`config.mk`:
```
export PLATFORM = sky130hd
export DESIGN_NAME = vga_window_scan
export DESIGN_NICKNAME = d
export VERILOG_FILES = /design/src/rtl/vga_window_scan.sv
export SDC_FILE = /design/constraint.sdc
export NUM_CORES = 1
export LEC_CHECK = 0
export BUFFER_PORTS_ARGS = -buffer_cell sky130_fd_sc_hd__buf_4
export CORE_MARGIN = 1
export CORE_UTILIZATION = 55
export DETAILED_ROUTE_END_ITERATION = 16
export PLACE_DENSITY = 0.78
export SLEW_MARGIN = 0
export SYNTH_ARGS = -nofsm -noshare
export SYNTH_HDL_FRONTEND = slang
export SYNTH_SLANG_ARGS = --single-unit
```
`constraint.sdc`:
```
create_clock -name clk -period 2.9 [get_ports clk]
set_clock_uncertainty 0.1 [all_clocks]
set_input_delay 0.58 -clock clk [delete_from_list [all_inputs] [get_ports clk]]
set_output_delay 0.58 -clock clk [all_outputs]
set_load 0.01 [all_outputs]
```
`src/rtl/vga_window_scan.sv`:
```
// VGA raster engine: scans a centred 2x-scaled 128x128 window out of the frame
// buffer and emits sync, blanking and colour aligned after the buffer's read latency.
module vga_window_scan #(
  parameter int          H_ACTIVE = 640,
  parameter int          H_FP     = 16,
  parameter int          H_SYNC   = 96,
  parameter int          H_BP     = 48,
  parameter int          V_ACTIVE = 480,
  parameter int          V_FP     = 10,
  parameter int          V_SYNC   = 2,
  parameter int          V_BP     = 33,
  parameter int          WIN_X    = 192,
  parameter int          WIN_Y    = 112,
  parameter logic [11:0] BORDER   = 12'h000
) (
  input  logic        clk,
  input  logic        reset,
  output logic [6:0]  row,
  output logic [6:0]  col,
  output logic        oe,
  input  logic [11:0] rgb,
  output logic [3:0]  vga_r,
  output logic [3:0]  vga_g,
  output logic [3:0]  vga_b,
  output logic        vga_hs,
  output logic        vga_vs,
  output logic        vga_de,
  output logic        frame_start
);

  localparam int H_TOTAL  = H_ACTIVE + H_FP + H_SYNC + H_BP;
  localparam int V_TOTAL  = V_ACTIVE + V_FP + V_SYNC + V_BP;
  localparam int WIN_SIZE = 256;

  localparam logic [9:0] H_LAST   = 10'(H_TOTAL - 1);
  localparam logic [9:0] V_LAST   = 10'(V_TOTAL - 1);
  localparam logic [9:0] H_ACT    = 10'(H_ACTIVE);
  localparam logic [9:0] V_ACT    = 10'(V_ACTIVE);
  localparam logic [9:0] HS_FIRST = 10'(H_ACTIVE + H_FP);
  localparam logic [9:0] HS_LAST  = 10'(H_ACTIVE + H_FP + H_SYNC - 1);
  localparam logic [9:0] VS_FIRST = 10'(V_ACTIVE + V_FP);
  localparam logic [9:0] VS_LAST  = 10'(V_ACTIVE + V_FP + V_SYNC - 1);
  localparam logic [9:0] WX_FIRST = 10'(WIN_X);
  localparam logic [9:0] WX_LAST  = 10'(WIN_X + WIN_SIZE - 1);
  localparam logic [9:0] WY_FIRST = 10'(WIN_Y);
  localparam logic [9:0] WY_LAST  = 10'(WIN_Y + WIN_SIZE - 1);

  logic [9:0] h_cnt, v_cnt;
  logic       active0, hs0, vs0, win0, first0;
  logic       de1, hs1, vs1, win1, first1;
  logic [11:0] bgr2;

  always_ff @(posedge clk or negedge reset) begin
    if (!reset) begin
      h_cnt <= '0;
      v_cnt <= '0;
    end else if (h_cnt == H_LAST) begin
      h_cnt <= '0;
      v_cnt <= (v_cnt == V_LAST) ? 10'd0 : v_cnt + 10'd1;
    end else begin
      h_cnt <= h_cnt + 10'd1;
    end
  end

  // Stage 0: timing decode and buffer addressing straight off the counters
  always_comb begin
    active0 = (h_cnt < H_ACT) && (v_cnt < V_ACT);
    hs0     = !((h_cnt >= HS_FIRST) && (h_cnt <= HS_LAST));
    vs0     = !((v_cnt >= VS_FIRST) && (v_cnt <= VS_LAST));
    win0    = (h_cnt >= WX_FIRST) && (h_cnt <= WX_LAST) &&
              (v_cnt >= WY_FIRST) && (v_cnt <= WY_LAST);
    first0  = (h_cnt == 10'd0) && (v_cnt == 10'd0);
    col     = 7'((h_cnt - WX_FIRST) >> 1);
    row     = 7'((v_cnt - WY_FIRST) >> 1);
    oe      = win0;
  end

  // Stage 1 waits alongside the buffer's one-cycle read
  always_ff @(posedge clk or negedge reset) begin
    if (!reset) begin
      de1    <= 1'b0;
      hs1    <= 1'b1;
      vs1    <= 1'b1;
      win1   <= 1'b0;
      first1 <= 1'b0;
    end else begin
      de1    <= active0;
      hs1    <= hs0;
      vs1    <= vs0;
      win1   <= win0;
      first1 <= first0;
    end
  end

  // Buffer data is only trusted under win1; it holds stale words elsewhere
  always_comb begin
    if (!de1)
      bgr2 = 12'h000;
    else if (win1)
      bgr2 = rgb;
    else
      bgr2 = BORDER;
  end

  always_ff @(posedge clk or negedge reset) begin
    if (!reset) begin
      vga_hs      <= 1'b1;
      vga_vs      <= 1'b1;
      vga_de      <= 1'b0;
      frame_start <= 1'b0;
      vga_b       <= 4'h0;
      vga_g       <= 4'h0;
      vga_r       <= 4'h0;
    end else begin
      vga_hs      <= hs1;
      vga_vs      <= vs1;
      vga_de      <= de1;
      frame_start <= first1;
      vga_b       <= bgr2[11:8];
      vga_g       <= bgr2[7:4];
      vga_r       <= bgr2[3:0];
    end
  end

endmodule

```
==> summary.md <==
| Metric | Value |
|---|---|
| # setup viols final | 0 |
| Yosys warnings | 0 |
| Ys flop type | dfrtp_1 |
| Hold buffer count at CTS | 0 |
| FMAX | 379.9 MHz |
| Top post-synthesis cells by area | dfrtp_1 (45%), ha_1 (6.0%), dfstp_2 (5.1%), and3_1 (4.5%), nand3_1 (3.9%) |
| Seq/Total Area, Yosys | 49.76% |
| Max Cap Viol | 0 |
| Die Y | 63.38 µm |
| Number of synthesized flops with an enable pin | 0 |
| CP max stage delay | 0.50 ns |
| Crit. End Element | output port |
| DIE AREA | 4016 µm² |
| Die X | 63.38 µm |
| Hold Path Class | in2async |
| Pwr/cell area | 396.0 nW/µm² |
| Largest net degree at the start of global routing | 42 |
| Max VDD drop | 0.2200 mV |
| Slew HR | 67.72% |
| Metal2 WL | 1.935 mm |
| CP max stage cell | dfrtp_1 |
| Worst-path clk slew | 0.08 ns |
| Internal | 0.7483 mW |
| FP Rows | 21 |
| CTS buffer count | 5 |
| Met1 wire length | 1.730 mm |
| Part of the cycle the worst path needs | 90.77% |
| Root buf cell | clkbuf_8 |
| Detailed placement HPWL | 2.896 mm |
| Worst path arrival time | 1.95 ns |
| Total Neg Setup Slack | 0 ns |
| Logic pwr share | 2.4% |
| Worst-path fanout max | 8 |
| LEAKAGE | 1.218 nW |
| Via density | 5.806 |
| Vias in the first global route | 1,462 |
| CTS tree | yes |
| Ant diodes | 0 |
| Total Routing Usage GR | 22.29% |
| WS Path Type | reg2out |
| Post-CTS sizing | 0 |
| Req. time, crit path | 2.22 ns |
| Post-synthesis cell area | 2072 µm² |
| NetSw | 0.2066 mW |
| Top Ports | 45 |
| Worst R2R Start | h_cnt[6] |
| Syn nets | 218 |
| Filler Cell Count | 277 |
| Fraction of layout cells with a size suffix above 1 | 28.19% |
| Synth top area share | 44.69% |
| DR top layer | met4 |
| Initial antenna violation count | 0 |
| Final std cells w/o fill | 273 |
| Overflow after GRT | 0 |
| Max-slew violations | 0 |
| P&R area growth vs syn | 16.36% |
| Final ANT Viol Nets | 0 |
| Routed length per instance | 15.02 µm |
| CP startpoint kind | flip-flop |
| Clock sinks | 41 |
| Sequential share of power | 59.9% |
| Core area | 3468 µm² |
| Clock Latency Late Sink | 0.30 ns |
| Status | finished clean |
| Clock Tree Buf Depth | 2 |
| Crit-path cells | ha_1, nand2_1, a2111oi_0, and3_1, buf_4 |
| First-pass GRT wire length | 6.824 mm |
| FF+latch count, synth | 41 |
| Cell type with the largest total area after synthesis | dfrtp_1 |
| Remaining DRCs | 0 |
| Met3 routed WL | 359 µm |
| Ys async rst share | 100.0% |
| Syn Inst Count | 194 |
| Clk network pwr share | 37.7% |
| DR iter-0 viols | 60 |
| Slew @ Worst Pin | 0.4842 ns |
| DR pass1 iterations | 4 |
| Vias post-DR | 1,585 |
| Switching share of power | 21.63% |
| Final nets | 250 |
| Most frequent cells in the layout | buf_4 (44), dfrtp_1 (37), nand3_1 (16), and3_1 (15), o21ai_0 (14) |
| Crit path time final | 2.632 ns |
| Number of post-CTS setup repair buffers | 0 |
| Final Hold Viols | 0 |
| Starting Density | 59.74% |
| Input/output buffers | 44 |
| Syn_area_per_cell | 10.68 µm² |
| H-tree Lvls | 2 |
| Commonest non-fill, non-tap cell in the layout | buf_4 |
| Crit path launch | v_cnt[5] |
| Total routed wirelength | 4.101 mm |
| RePlAce Congestion | 0.8786 |
| RSZ-0062 raised after global routing | no |
| Yosys cell types | 41 |
| DP Cell Count | 265 |
synth_stat cells (5+ instances only):
cell type  instances
dfrtp_1           37
nand3_1           16
and3_1            15
o21ai_0           14
nand2_1           13
ha_1              10
inv_1              9
buf_4              8
nor2_1             7
a21oi_1            6
clkbuf_1           5
xor2_1             5
registers in the layout (all words and copies together), names as in the netlist, 4 cells and up:
name   flops
vga_r      4
vga_g      4
h_cnt     10
vga_b      4
v_cnt     10
worst max-delay path, delay by kind of cell, from the launching register on:
family | cells | cell delay (ns)
fa+ha+maj | 1 | 0.32
buf+inv | 1 | 0.13
flops | 1 | 0.50
simple gates | 2 | 0.32
compound gates | 1 | 0.39
routing by layer:
metal | global-route usage, % | vias to the layer above
li1 | - | 739
met1 | 28.52 | 745
met2 | 34.84 | 91
met3 | 5.978 | 10
met4 | 10.80 | 0
met5 | 0 | -
power groups by stage:
stage                     sequential [mW]  clock [mW]  combinational [mW]
after floorplan                     0.583           0           0.0000166
after global placement              0.583           0              0.0233
after detailed placement            0.583           0              0.0241
after CTS                           0.571       0.372              0.0241
after global routing                0.571       0.397              0.0267
final                               0.572       0.360              0.0231
worst paths after layout:
kind | endpoint | slack (ns) | cells past startpoint
worst max-delay path | oe | 0.27 | 5
worst min-delay path | vga_g[0] | 0.14 | 1
worst max register to register | v_cnt[4] | 0.93 | 6
worst min register to register | vga_vs | 0.26 | 0
max in group asynchronous | vs1 | 2.20 | 1
min in group clk | vga_vs | 0.26 | 0
through the flow:
stage	cell area (µm²)	power (mW)	hold WS, ns	util, %	setup WS, ns
detailed placement	2325	0.6067	0.2347	67.03	0.6083
CTS	2411	0.9674	0.1513	69.52	0.2847
floorplan	2072	0.5828	0.1844	-	0.8633
global route	2411	0.9947	0.1815	69.52	0.1861
finish	2411	0.9548	0.1415	69.52	0.2676
global placement	2325	0.6059	0.2322	67.03	0.6900
logic make-up (layout without fill, tap and decap cells):
family          count (synthesis)  after routing  share of synthesized area, %
simple gates                   71             71                         21.68
flops                          41             41                         49.76
compound gates                 33             33                         9.601
buf+inv                        28             61                         8.152
fa+ha+maj                      10             10                         6.039
xor+xnor                        9              9                         3.804
mux                             2              2                        0.9662
layout make-up:
class                      instances  area [µm²]  area share [%]
sequential                        41        1031           42.76
tap                               46       57.56           2.387
clock inverter                     3       17.52          0.7265
multi-input combinational        125       872.1           36.17
timing repair buffer              44       330.3           13.70
inverter                           9       33.78           1.401
clock buffer                       5       68.82           2.854
(Power assumes the default switching activity.)
